`src/rtl/axis_step_ctrl.sv`:
```
`default_nettype none
// ============================================================================
// Module   : axis_step_ctrl
// Brief    : Multi-axis step-command controller (absolute target -> dir/pulses)
// Revision : 1.0
// ============================================================================
module axis_step_ctrl #(
    parameter int N_AXES      = 6,
    parameter int AXIS_W      = 3,
    parameter int POS_W       = 10,
    parameter int PULSE_W     = 16,
    parameter int SCALE_SHIFT = 2,
    parameter int IDLE_CYCLES = 1000
) (
    input  logic                        clk,
    input  logic                        rst,
    input  logic [N_AXES-1:0]           init_done,
    input  logic                        cmd_valid,
    output logic                        cmd_ready,
    input  logic [AXIS_W-1:0]           cmd_axis,
    input  logic [POS_W-1:0]            cmd_pos,
    input  logic [N_AXES-1:0]           busy,
    output logic [N_AXES*PULSE_W-1:0]   pulse_num,
    output logic [N_AXES-1:0]           dir,
    output logic [N_AXES-1:0]           start,
    output logic [N_AXES-1:0]           en,
    output logic                        cmd_err
);

    localparam int c_SHIFT_W = POS_W + SCALE_SHIFT;
    localparam int c_CNT_W   = (IDLE_CYCLES > 1) ? $clog2(IDLE_CYCLES) : 1;
    localparam logic [c_CNT_W-1:0] c_IDLE_LAST =
        c_CNT_W'((IDLE_CYCLES == 0) ? 0 : IDLE_CYCLES - 1);

    logic [POS_W-1:0]   r_last_pos   [N_AXES];
    logic [PULSE_W-1:0] r_pend_steps [N_AXES];
    logic [PULSE_W-1:0] r_pulse      [N_AXES];
    logic [c_CNT_W-1:0] r_idle_cnt   [N_AXES];
    logic [N_AXES-1:0]  r_pend;
    logic [N_AXES-1:0]  r_pend_dir;

    logic [N_AXES-1:0]  w_sel;
    logic [N_AXES-1:0]  w_dispatch;
    logic [N_AXES-1:0]  w_idle;
    logic               w_axis_ok;
    logic               w_homed;
    logic               w_pend_sel;
    logic               w_accept;
    logic               w_good;
    logic               w_bad;
    logic               w_dir_new;
    logic [POS_W-1:0]   w_last_sel;
    logic [POS_W-1:0]   w_delta;
    logic [c_SHIFT_W-1:0] w_shifted;
    logic [PULSE_W-1:0] w_steps;

    // Out-of-range axis indices match no entry, so they never read past the arrays
    always_comb begin
        w_sel      = '0;
        w_homed    = 1'b0;
        w_pend_sel = 1'b0;
        w_last_sel = '0;
        for (int i = 0; i < N_AXES; i++) begin
            if (cmd_axis == AXIS_W'(i)) begin
                w_sel[i]   = 1'b1;
                w_homed    = init_done[i];
                w_pend_sel = r_pend[i];
                w_last_sel = r_last_pos[i];
            end
        end
    end

    assign w_axis_ok = |w_sel;
    assign cmd_ready = !w_axis_ok || !w_homed || !w_pend_sel;
    assign w_accept  = cmd_valid && cmd_ready;
    assign w_good    = w_accept && w_axis_ok && w_homed;
    assign w_bad     = w_accept && !(w_axis_ok && w_homed);

    assign w_dir_new = cmd_pos > w_last_sel;
    assign w_delta   = w_dir_new ? (cmd_pos - w_last_sel) : (w_last_sel - cmd_pos);
    assign w_shifted = c_SHIFT_W'(w_delta) << SCALE_SHIFT;

    generate
        if (c_SHIFT_W > PULSE_W) begin : g_sat
            assign w_steps = (|w_shifted[c_SHIFT_W-1:PULSE_W]) ? {PULSE_W{1'b1}}
                                                                : w_shifted[PULSE_W-1:0];
        end else begin : g_nosat
            assign w_steps = PULSE_W'(w_shifted);
        end
    endgenerate

    always_comb begin
        w_dispatch = '0;
        w_idle     = '0;
        for (int i = 0; i < N_AXES; i++) begin
            w_dispatch[i] = r_pend[i] && !busy[i] && !start[i] && init_done[i];
            w_idle[i]     = en[i] && !busy[i] && !r_pend[i] && !start[i];
        end
    end

    genvar g;
    generate
        for (g = 0; g < N_AXES; g++) begin : g_pulse_out
            assign pulse_num[g*PULSE_W +: PULSE_W] = r_pulse[g];
        end
    endgenerate

    always_ff @(posedge clk or negedge rst) begin
        if (!rst) begin
            cmd_err    <= 1'b0;
            start      <= '0;
            en         <= '0;
            dir        <= '0;
            r_pend     <= '0;
            r_pend_dir <= '0;
            for (int i = 0; i < N_AXES; i++) begin
                r_last_pos[i]   <= '0;
                r_pend_steps[i] <= '0;
                r_pulse[i]      <= '0;
                r_idle_cnt[i]   <= '0;
            end
        end else begin
            cmd_err <= w_bad;
            for (int i = 0; i < N_AXES; i++) begin
                start[i] <= w_dispatch[i];
                // An unhomed axis forgets its position; an in-flight move keeps running
                if (!init_done[i]) begin
                    r_pend[i]     <= 1'b0;
                    en[i]         <= 1'b0;
                    r_last_pos[i] <= '0;
                    r_idle_cnt[i] <= '0;
                end else begin
                    if (w_dispatch[i]) begin
                        r_pulse[i] <= r_pend_steps[i];
                        dir[i]     <= r_pend_dir[i];
                        en[i]      <= 1'b1;
                        r_pend[i]  <= 1'b0;
                    end else if (w_good && w_sel[i]) begin
                        r_last_pos[i] <= cmd_pos;
                        if (|w_delta) begin
                            r_pend[i]       <= 1'b1;
                            r_pend_dir[i]   <= w_dir_new;
                            r_pend_steps[i] <= w_steps;
                        end
                    end
                    if (w_idle[i]) begin
                        if ((IDLE_CYCLES != 0) && (r_idle_cnt[i] == c_IDLE_LAST)) begin
                            en[i]         <= 1'b0;
                            r_idle_cnt[i] <= '0;
                        end else begin
                            r_idle_cnt[i] <= r_idle_cnt[i] + c_CNT_W'(1);
                        end
                    end else begin
                        r_idle_cnt[i] <= '0;
                    end
                end
            end
        end
    end

endmodule
`default_nettype wire

```
`config.mk`:
```
export PLATFORM = sky130hd
export DESIGN_NAME = axis_step_ctrl
export DESIGN_NICKNAME = d
export VERILOG_FILES = /design/src/rtl/axis_step_ctrl.sv
export SDC_FILE = /design/constraint.sdc
export NUM_CORES = 1
export LEC_CHECK = 0
export BUFFER_PORTS_ARGS = -buffer_cell sky130_fd_sc_hd__buf_2
export CELL_PAD_IN_SITES_DETAIL_PLACEMENT = 1
export CELL_PAD_IN_SITES_GLOBAL_PLACEMENT = 2
export CORE_ASPECT_RATIO = 0.8
export CORE_UTILIZATION = 38
export DETAILED_ROUTE_END_ITERATION = 8
export PLACE_DENSITY = 0.86
export REMOVE_ABC_BUFFERS = 1
export SETUP_SLACK_MARGIN = 0.05
export SYNTH_ARGS = -nofsm -noshare
export SYNTH_HDL_FRONTEND = slang
export SYNTH_SLANG_ARGS = --single-unit
```
`constraint.sdc`:
```
create_clock -name clk -period 6.05 [get_ports clk]
set_clock_uncertainty 0.15 [all_clocks]
set_input_delay 1.21 -clock clk [delete_from_list [all_inputs] [get_ports clk]]
set_output_delay 1.21 -clock clk [all_outputs]
set_load 0.005 [all_outputs]
```
==> reports/qor.csv, run 1 <==
stage,metric,value,unit
power_and_ir_drop,worst vdd ir,0.0001957,V
die,Die Y,166.0,um
global_route,Top Usage Layer GRT,met2,
timing,Slew HR,0.1823,
die,num rows,59,
clock_network,clk_lat worst skew,0.56,ns
global_route,first-pass GRT wire length,60360,um
routing,drt initial violations,583,
global_route,largest net degree at the start of global routing,136,
logic_synthesis,Yosys cell types,57,
place,Port Buffers,107,
logic_synthesis,register bit count reported by yosys,271,
die,core area,0.03278,sq mm
worst_setup_path,CP Max Fanout,20,
timing,final setup violation count,0,
place,placed cell count,1719,
die,DIE WIDTH,207.0,um
die,die area,0.03435,sq mm
logic_synthesis,top_reg_cell synth,dfrtp_1,
global_route,"Remaining Overflow, GRT",0,
worst_setup_path,WS Path Type,in2reg,
global_route,met3 Resource Use GR,0.03748,
outcome,status,finished with violations,
logic_synthesis,count of mapped cells out of synthesis,1203,
routing,Vias/cell,5.419,
timing,TNS Setup,0,ns
routing,Post-DRT Antenna Nets,0,
clock_network,cts repair resizes,0,
worst_setup_path,CP dominant cell by count,mux2i_1,
clock_network,CTS tree,built,
global_route,global routing met2 resource utilization,0.3438,
worst_setup_path,CP arrival,5.76,ns
timing,Setup WS post-layout,0.5981,ns
power_and_ir_drop,PwrDens,314.8,mW/mm^2
clock_network,clock slew at reported path FFs,0.06,ns
timing,FMAX,183.4,MHz
job,max_cap viols,0,
logic_synthesis,Synth area leaders,"dfrtp_1 53%, mux2_2 8.3%, o21ai_0 3.8%",
routing,Vias,9592,
logic_synthesis,sequential-to-total area share from yosys stat,0.5310,
global_route,GRT Total Usage,0.2259,
timing,final hold viol count,0,
worst_setup_path,worst path required time,6.36,ns
worst_setup_path,Crit-path slowest cell,or4_1,
worst_setup_path,crit end category,flip-flop,
clock_network,Clock Sinks,271,
timing,final max-slew violation count,0,
logic_synthesis,Mapped Area,0.01277,sq mm
worst_setup_path,crit path cell chain,buf_2 > buf_4 > mux2i_1 > o221ai_1 > ha_1 > nand3_1 > a21oi_1 > o211a_1 > mux2i_1 > xor2_1 > nand4_1 > or4_1 > o21ai_0,
timing,Final min period,5.452,ns
timing,RSZ-0062 raised after global routing,false,
logic_synthesis,Synth Warn #,0,
die,top-level I/O count,144,
clock_network,hold_buf cts,0,
routing,WL per Instance,21.26,um
clock_network,Post-CTS Setup Bufs,0,
worst_setup_path,reg2reg setup slack,1.44,ns
logic_synthesis,post-synth top area share,0.5310,
finish,ANT cells,0,
power_and_ir_drop,leakage power total,0.006896,uW
clock_network,Max H-tree Level,1,
timing,fin crit share,0.9011,
die,Starting Density,0.3896,
logic_synthesis,"EDFF count, synth",0,
worst_setup_path,"CP delay by family, top",simple AND/OR/NAND/NOR gates,
routing,DRC violations left,1,
worst_setup_path,delay of the slowest critical-path stage,0.66,ns
finish,Final #Nets,1377,
place,GPL Wtd Cong,0.9114,
clock_network,root buffer selected by CTS,clkbuf_16,
logic_synthesis,syn_area_per_cell,10.62,sq um
place,Detail Placement HPWL,26760,um
global_route,met1 Usage GRT,0.3382,
finish,final std cells w/o fill,1770,
logic_synthesis,asr flop ratio synth,1.000,
routing,Routed WL,37630,um
place,pre-CTS setup slack,0.08403,ns
routing,DR pass1 iterations,9,
outcome,failing checks,design-rule violations,
worst_setup_path,type of origin of the critical path,primary input,
finish,share of cells above drive strength 1,0.2256,
clock_network,CTS max path bufs,3,
global_route,antenna violations before repair,0,
clock_network,Num CTS Buffers,28,
logic_synthesis,biggest area consumer among synthesized cells,dfrtp_1,
worst_setup_path,Buf/Inv on CP,2,
worst_hold_path,hold crit path type,reg2reg,
finish,Fill cells,3658,
global_route,number of global-route vias before repair,10190,
finish,Area growth syn-to-layout,15.73,%
timing,worst slew pin tran,1.220,ns
==> path summary, 6_finish.rpt <==
path / cells after the start / end / start
min in group asynchronous: 1 / r_idle_cnt[42] / rst
hold / removal: 1 / r_idle_cnt[10] / r_idle_cnt[10]
hold reg to reg: 1 / r_idle_cnt[10] / r_idle_cnt[10]
setup reg to reg: 13 / r_pend_steps[42] / r_last_pos[13]
setup / recovery: 13 / r_pend_steps[42] / cmd_axis[0]
max in group asynchronous: 2 / pulse_num[50] / rst
==> registers in the layout, summed over array words and instances, names as in the netlist <==
name          count
r_pend            6
cmd_err           1
start             6
r_pend_steps     60
pulse_num        60
r_idle_cnt       60
dir               6
r_pend_dir        6
en                6
r_last_pos       60
==> synth_stat cells, types with 9 or more instances <==
library cell    n
nand3_1        90
inv_1          47
o21ai_0        97
buf_4          36
and2_1          9
o221ai_1       12
and3_1         10
o22ai_1        10
nand4_1        13
nor3_1         17
nor2_1         97
clkbuf_1       47
nand2_1       104
mux2i_1        39
xor2_1         24
mux2_2         94
xnor2_1        32
ha_1           25
nand2b_1        9
a21oi_1        27
dfrtp_1       271
==> layout by cell type (no fill, tap or decap), types with 6 or more instances in the layout <==
cell / Yosys / layout
a21o_1: 6 / 6
a21oi_1: 27 / 27
and2_1: 9 / 9
and3_1: 10 / 10
buf_2: 6 / 106
buf_4: 36 / 39
clkbuf_16: 0 / 29
clkinv_2: 0 / 9
conb_1: 1 / 36
dfrtp_1: 271 / 271
ha_1: 25 / 25
inv_1: 47 / 47
mux2_2: 94 / 94
mux2i_1: 39 / 39
nand2_1: 104 / 104
nand2b_1: 9 / 9
nand3_1: 90 / 90
nand4_1: 13 / 13
nor2_1: 97 / 97
nor2b_1: 6 / 6
nor3_1: 17 / 11
nor3_2: 0 / 6
o21ai_0: 97 / 97
o221ai_1: 12 / 12
o22ai_1: 10 / 10
xnor2_1: 32 / 32
xor2_1: 24 / 24
==> worst register-to-register path: stages, from the launching register on <==
cell and delay, ns:
dfrtp_1 0.39, mux2i_1 0.17, nor2_1 0.06, a31oi_1 0.17, o221ai_1 0.18, ha_1 0.49, nand3_1 0.18, a21oi_1 0.33
o211a_1 0.47, mux2i_1 0.36, xor2_1 0.29, nand4_1 0.38, or4_1 0.66, o21ai_0 0.23
==> stage by stage <==
stage / total power (uW) / hold WS, ns / utilization / area [sq um]
finish: 4652 / 0.3026 / 0.4509 / 14780
global route: 4857 / 0.3243 / 0.4509 / 14780
CTS: 4695 / 0.3042 / 0.4509 / 14780
detailed placement: 2879 / 0.2963 / 0.4220 / 13830
global placement: 2841 / 0.2876 / 0.4220 / 13830
floorplan: 2522 / 0.2751 / - / 12410
==> cells by family (layout without fill, tap and decap cells) <==
| family | after synthesis | after routing | synth area share |
|---|---|---|---|
| fa+ha+maj | 27 | 27 | 0.02763 |
| buf+inv | 140 | 245 | 0.05241 |
| other cells | 1 | 36 | 0.0002936 |
| xor+xnor | 56 | 56 | 0.03840 |
| compound gates | 198 | 198 | 0.09562 |
| simple gates | 375 | 375 | 0.1377 |
| mux | 135 | 135 | 0.1170 |
| flops | 271 | 271 | 0.5310 |
==> layer usage <==
metal  part of all wire  routed length [um]  vias to the layer above
met3              0.050                1895                       52
met5                  0                   0                        -
li1                   -                   -                     4358
met2               0.45               16900                      239
met1               0.48               18140                     4943
met4              0.019                 699                        0
==> layout make-up <==
class	instances	area, sq um	area share
flip-flops and latches	271	6782	0.4588
multi-input cells	827	5482	0.3709
repair buffers	147	858.3	0.05807
clock buffers	39	813.3	0.05502
well taps	427	534.3	0.03615
inverters	47	176.4	0.01194
clock inverters	12	135.1	0.009143
==> where the power goes <==
part	total, uW	internal (uW)	switching [uW]
clock	1800	1060	735
sequential	2220	2040	175
combinational	635	280	356
total	4650	3390	1270
Note: power is estimated with default switching activity, not from simulation.
==> inputs of run 2 (changes only) <==
--- a/config.mk
+++ b/config.mk
@@ -8,7 +8,7 @@
 export BUFFER_PORTS_ARGS = -buffer_cell sky130_fd_sc_hd__buf_2
 export CELL_PAD_IN_SITES_DETAIL_PLACEMENT = 1
 export CELL_PAD_IN_SITES_GLOBAL_PLACEMENT = 2
-export CORE_ASPECT_RATIO = 0.8
+export CORE_ASPECT_RATIO = 1.25
 export CORE_UTILIZATION = 38
 export DETAILED_ROUTE_END_ITERATION = 8
 export PLACE_DENSITY = 0.86
==> reports/qor.csv, run 2 (synthesis gave the netlist of run 1 again) <==
stage,metric,value,unit,change
power_and_ir_drop,Design Power,4843,uW,+4.1%
finish,Multi-input gate area,0.005482,sq mm,unchanged
place,placed cell count,1713,,-0.35%
worst_setup_path,Reg2Reg Depth,15,,+2
timing,final hold viol count,0,,unchanged
timing,Final min period,5.402,ns,-0.04956 ns
finish,Final #Nets,1380,,+0.22%
finish,share of cells above drive strength 1,0.2309,,+0.005269
worst_hold_path,worst hold endpoint,r_idle_cnt[20],,
timing,Fin Hold WS,0.3038,ns,+0.001206 ns
die,Die Y,207.0,um,+25%
routing,Routed WL,36380,um,-3.3%
finish,Reg area,0.006782,sq mm,unchanged
timing,TNS Setup,0,ns,unchanged
global_route,antenna violations before repair,1,,+1
place,GPL Wtd Cong,0.8768,,-3.8%
timing,fin crit share,0.8929,,-0.008192
routing,Vias,9519,,-0.76%
finish,most frequent cells in the layout,"271 x dfrtp_1, 106 x buf_2, 104 x nand2_1",,
worst_setup_path,type of origin of the critical path,primary input,,
routing,Post-DRT Antenna Nets,0,,unchanged
clock_network,Clock Sinks,271,,unchanged
place,Detail Placement HPWL,25970,um,-2.9%
clock_network,Post-CTS Setup Bufs,0,,unchanged
timing,RSZ-0062 raised after global routing,false,,
outcome,status,finished with violations,,
global_route,GRT Total Usage,0.2188,,-0.007121
global_route,"Remaining Overflow, GRT",0,,unchanged
routing,DRC violations left,8,,+7
clock_network,Max H-tree Level,1,,unchanged
outcome,failing checks,design-rule violations,,
timing,worst slew pin tran,1.114,ns,-0.1057 ns
routing,drt initial violations,422,,-28%
finish,"most common cell after layout, fill and taps aside",dfrtp_1,,
power_and_ir_drop,worst vdd ir,0.0002303,V,+18%
worst_setup_path,WS Path Type,in2reg,,
die,Starting Density,0.3885,,-0.001098
worst_hold_path,Worst Hold Launch,r_idle_cnt[20],,
worst_setup_path,reg2reg setup slack,1.52,ns,+0.08 ns
power_and_ir_drop,PwrDens,324.2,mW/mm^2,+3.0%
worst_setup_path,R2R Path End,r_pend[3],,
routing,WL per Instance,20.60,um,-3.1%
finish,final std cells w/o fill,1766,,-0.23%
timing,FMAX,185.1,MHz,+0.92%
power_and_ir_drop,leakage power total,0.006970,uW,+1.1%
worst_setup_path,r2r startpoint,r_last_pos[53],,
clock_network,CTS max path bufs,3,,unchanged
die,num rows,74,,+25%
worst_hold_path,Worst Hold Depth,1,,unchanged
finish,Area growth syn-to-layout,16.96,%,
clock_network,cts repair resizes,0,,unchanged
clock_network,CTS tree,built,,
timing,final max-slew violation count,0,,unchanged
worst_hold_path,hold crit path type,reg2reg,,
worst_setup_path,CP Max Fanout,9,,-55%
global_route,largest net degree at the start of global routing,95,,-30%
clock_network,root buffer selected by CTS,clkbuf_16,,
job,max_cap viols,0,,unchanged
global_route,number of global-route vias before repair,10340,,+1.5%
timing,final setup violation count,0,,unchanged
routing,Vias/cell,5.390,,-0.54%
die,core area,0.03287,sq mm,+0.28%
die,DIE WIDTH,166.0,um,-20%
die,top-level I/O count,144,,unchanged
finish,Fill cells,3611,,-1.3%
clock_network,clk_lat worst skew,0.57,ns,about the same
clock_network,Num CTS Buffers,28,,unchanged
worst_setup_path,crit end category,flip-flop,,
clock_network,hold_buf cts,0,,unchanged
routing,DR pass1 iterations,6,,-3
worst_setup_path,CP arrival,5.70,ns,-0.06 ns
finish,Finished Core Util,0.4544,,+0.003488
worst_setup_path,worst path required time,6.35,ns,about the same
die,die area,0.03435,sq mm,unchanged
timing,Slew HR,0.2380,,+0.05571
place,Port Buffers,107,,unchanged
clock_network,clock slew at reported path FFs,0.06,ns,about the same
global_route,first-pass GRT wire length,58750,um,-2.7%
run 2: metrics by stage:
| stage | worst slack, ns | area [sq um] |
|---|---|---|
| final | 0.6477 | 14940 |
| after global routing | 0.4019 | 14930 |
| after CTS | 0.7100 | 14930 |
| after detailed placement | 0.1542 | 13860 |
| after global placement | 0.2714 | 13860 |
| after floorplan | 0.7489 | 12410 |
run 2: power breakdown:
group	switching (uW)	internal, uW	leakage, uW
combinational	360	285	0.00280
clock	746	1240	0.000533
sequential	162	2040	0.00364
total	1270	3570	0.00697
run 2: metal layers:
| metal | vias up | routed length (um) | GRT usage | share of wire |
|---|---|---|---|---|
| met5 | - | 13 | 0 | 0.00036 |
| met2 | 199 | 18620 | 0.3980 | 0.51 |
| met1 | 4899 | 15070 | 0.2632 | 0.41 |
| met4 | 2 | 1319 | 0.09346 | 0.036 |
| met3 | 69 | 1358 | 0.02498 | 0.037 |
| li1 | 4350 | - | - | - |
run 2: cell type report:
cell class / instances / share of cell area
repair buffers: 150 / 0.05981
multi-input cells: 827 / 0.3670
flip-flops and latches: 271 / 0.4540
clock buffers: 37 / 0.05453
well taps: 418 / 0.03501
inverters: 47 / 0.01181
clock inverters: 15 / 0.01767
diodes: 1 / 0.0001675
run 2: critical path, cell delays in order:
cell	delay, ns
buf_2	0.22
inv_1	0.12
nor3_1	0.42
buf_4	0.20
nand2_1	0.07
o21ai_0	0.11
a21o_1	0.20
inv_1	0.10
fa_1	0.43
nand3_1	0.15
a21oi_1	0.14
o211ai_2	0.43
mux2i_1	0.27
xor2_1	0.41
nor4_4	0.08
buf_4	0.20
a31oi_2	0.52
mux2_2	0.40
run 2: worst max path at each step:
| stage | startpoint | to | cells past startpoint | slack (ns) |
|---|---|---|---|---|
| after detailed placement | cmd_axis[1] | r_pend_dir[4] | 18 | 0.15 |
| final | cmd_axis[1] | r_pend_dir[4] | 18 | 0.65 |
| after CTS | cmd_axis[1] | r_pend_dir[4] | 18 | 0.71 |
| after global placement | cmd_axis[1] | r_pend_steps[27] | 18 | 0.27 |
| after global routing | cmd_axis[1] | r_pend_steps[37] | 17 | 0.40 |
| after floorplan | cmd_axis[1] | r_pend_dir[0] | 15 | 0.75 |
==> inputs of run 3 (changes only) <==
--- a/config.mk
+++ b/config.mk
@@ -9,9 +9,9 @@
 export CELL_PAD_IN_SITES_DETAIL_PLACEMENT = 1
 export CELL_PAD_IN_SITES_GLOBAL_PLACEMENT = 2
 export CORE_ASPECT_RATIO = 1.25
-export CORE_UTILIZATION = 38
+export CORE_UTILIZATION = 25
 export DETAILED_ROUTE_END_ITERATION = 8
-export PLACE_DENSITY = 0.86
+export PLACE_DENSITY = 0.65
 export REMOVE_ABC_BUFFERS = 1
 export SETUP_SLACK_MARGIN = 0.05
 export SYNTH_ARGS = -nofsm -noshare
==> constraint.sdc (replaced) <==
create_clock -name clk -period 4.53 [get_ports clk]
set_clock_uncertainty 0.15 [all_clocks]
set_input_delay 0.906 -clock clk [delete_from_list [all_inputs] [get_ports clk]]
set_output_delay 0.906 -clock clk [all_outputs]
set_load 0.005 [all_outputs]
==> reports/qor.csv, run 3 (synthesis gave the netlist of run 1 again) <==
stage,metric,value,unit,change
outcome,status,"finished, final reports clean",,
power_and_ir_drop,worst vdd ir,0.0003020,V,+31%
worst_setup_path,Crit-path slowest cell,or3_1,,
finish,most frequent cells in the layout,"271 x dfrtp_1, 142 x buf_4, 105 x buf_2",,
worst_setup_path,CP Max Fanout,8,,-1
die,Die Y,254.7,um,+23%
clock_network,root buffer selected by CTS,clkbuf_16,,
global_route,antenna violations before repair,0,,-1
worst_setup_path,crit end category,flip-flop,,
die,DIE WIDTH,204.2,um,+23%
global_route,number of global-route vias before repair,10530,,+1.8%
global_route,largest net degree at the start of global routing,96,,+1.1%
routing,WL per Instance,19.24,um,-6.6%
worst_setup_path,WS Path Type,in2reg,,
job,max_cap viols,0,,unchanged
power_and_ir_drop,PwrDens,403.9,mW/mm^2,+25%
power_and_ir_drop,leakage power total,0.007506,uW,+7.7%
timing,Setup WS post-layout,0.1908,ns,-0.4569 ns
routing,Vias/cell,4.622,,-14%
worst_setup_path,Buf/Inv on CP,6,,+1
routing,Post-DRT Antenna Nets,0,,unchanged
die,Starting Density,0.2533,,-0.1352
routing,Vias,9793,,+2.9%
finish,Final #Nets,1492,,+8.1%
finish,"most common cell after layout, fill and taps aside",dfrtp_1,,
timing,worst slew pin tran,1.115,ns,+0.0006768 ns
routing,DRC violations left,0,,-8
die,num rows,92,,+24%
clock_network,clk_lat worst skew,0.57,ns,about the same
finish,ANT cells,0,,-1
routing,DR pass1 iterations,4,,-2
routing,Routed WL,40770,um,+12%
finish,share of cells above drive strength 1,0.3066,,+0.07576
global_route,first-pass GRT wire length,63800,um,+8.6%
timing,final max-slew violation count,0,,unchanged
finish,Area growth syn-to-layout,27.10,%,
worst_setup_path,CP dominant cell by count,buf_4,,
worst_setup_path,crit path cell chain,buf_2 > buf_6 > buf_4 > mux4_2 > a21o_1 > ha_1 > nand4_1 > buf_4 > a21oi_1 > o211a_1 > buf_4 > a211oi_2 > or3_1 > and4_4 > buf_4 > a31oi_4 > mux2_2,,
clock_network,Clock Sinks,271,,unchanged
timing,RSZ-0062 raised after global routing,true,,
worst_setup_path,"CP delay by family, top",compound AO/OA/AOI/OAI gates,,
die,core area,0.05042,sq mm,+53%
worst_setup_path,delay of the slowest critical-path stage,0.43,ns,-0.09 ns
timing,fin crit share,0.9579,,
timing,final hold viol count,0,,unchanged
place,"Cell Area, Placed",0.01488,sq mm,+7.4%
clock_network,CTS max path bufs,3,,unchanged
routing,drt initial violations,441,,+4.5%
clock_network,CTS tree,built,,
clock_network,clock slew at reported path FFs,0.06,ns,about the same
timing,Slew HR,0.2527,,+0.01471
worst_hold_path,hold crit path type,in2async,,
finish,Finished Cell Area,0.01623,sq mm,+8.7%
clock_network,Max H-tree Level,1,,unchanged
worst_setup_path,CP arrival,4.64,ns,-1.06 ns
worst_setup_path,type of origin of the critical path,primary input,,
clock_network,Num CTS Buffers,31,,+11%
timing,Final min period,4.339,ns,
place,GPL Wtd Cong,0.8628,,-1.6%
place,Port Buffers,107,,unchanged
global_route,"Remaining Overflow, GRT",0,,unchanged
finish,Fill cells,5741,,+59%
die,top-level I/O count,144,,unchanged
timing,final setup violation count,0,,unchanged
worst_setup_path,worst path required time,4.84,ns,-1.51 ns
die,die area,0.05200,sq mm,+51%
place,pre-CTS setup slack,-0.7204,ns,-0.8746 ns
place,Detail Placement HPWL,30260,um,+16%
timing,TNS Setup,0,ns,unchanged
timing,FMAX,230.5,MHz,
global_route,GRT Total Usage,0.1593,,-0.05951
[run 3: cell types whose count changed in the layout (fill, tap and decap cells not counted), moves of 5 or more]
cell,delta
clkbuf_1,+5
buf_4,+101
clkbuf_8,-5
buf_6,+9
[run 3: stage by stage]
step / hold slack [ns] / std cells / power [uW] / utilization
3_3_place_gp: 0.2877 / 2050 / 3933 / 0.2952
6_report: 0.1859 / 2119 / 6556 / 0.3219
2_1_floorplan: 0.2751 / 1145 / 3369 / -
4_1_cts: 0.2493 / 2112 / 6636 / 0.3181
5_1_grt: 0.2677 / 2119 / 6872 / 0.3219
3_5_place_dp: 0.2968 / 2050 / 3968 / 0.2952
[run 3: cell type report]
class | instances | area [sq um] | share of cell area
clock inverter | 17 | 214.0 | 0.01318
inverter | 47 | 176.4 | 0.01087
multi-input combinational | 827 | 5649 | 0.3480
tap | 658 | 823.3 | 0.05072
sequential | 271 | 6782 | 0.4178
timing repair buffer | 259 | 1748 | 0.1077
clock buffer | 40 | 839.6 | 0.05172
[run 3: timing repair]
item / 4_1_cts / 5_1_grt
setup buffers: 5 / 7
setup endpoints to repair: 53 / 71
hold buffers: 0 / 0
gates resized for setup: 12 / 38
hold endpoints to repair: 0 / 0
pin swaps: 7 / 17
[run 3: where the power goes]
group / internal (uW) / leakage, uW / switching, uW
clock: 1540 / 0.000510 / 1060
sequential: 2730 / 0.00364 / 232
combinational: 478 / 0.00336 / 514
[run 3: worst reg2reg max path, cell delays in order, from the launching register on]
cell,delay [ns]
dfrtp_1,0.38
mux4_2,0.49
a21o_1,0.21
ha_1,0.31
nand4_1,0.15
buf_4,0.18
a21oi_1,0.16
o211a_1,0.27
buf_4,0.14
a211oi_2,0.03
or3_1,0.43
and4_4,0.23
buf_4,0.16
a31oi_4,0.29
mux2_2,0.39
[run 3: layer usage]
layer	vias up	share of wire	track usage
met2	160	0.51	0.2776
met3	47	0.028	0.01802
li1	4587	-	-
met1	4999	0.45	0.2086
met4	0	0.018	0.04030
met5	-	0	0
[run 3: path summary, 6_finish.rpt]
kind	cells after the start	start	end	slack, ns
worst max register to register	14	r_last_pos[24]	r_pend_steps[86]	0.46
worst max-delay path	17	cmd_axis[1]	r_pend_steps[86]	0.19
worst min-delay path	1	rst	r_idle_cnt[7]	0.19
max in group asynchronous	2	rst	r_last_pos[48]	3.05
min in group clk	1	r_idle_cnt[40]	r_idle_cnt[40]	0.31
worst min register to register	1	r_idle_cnt[40]	r_idle_cnt[40]	0.31
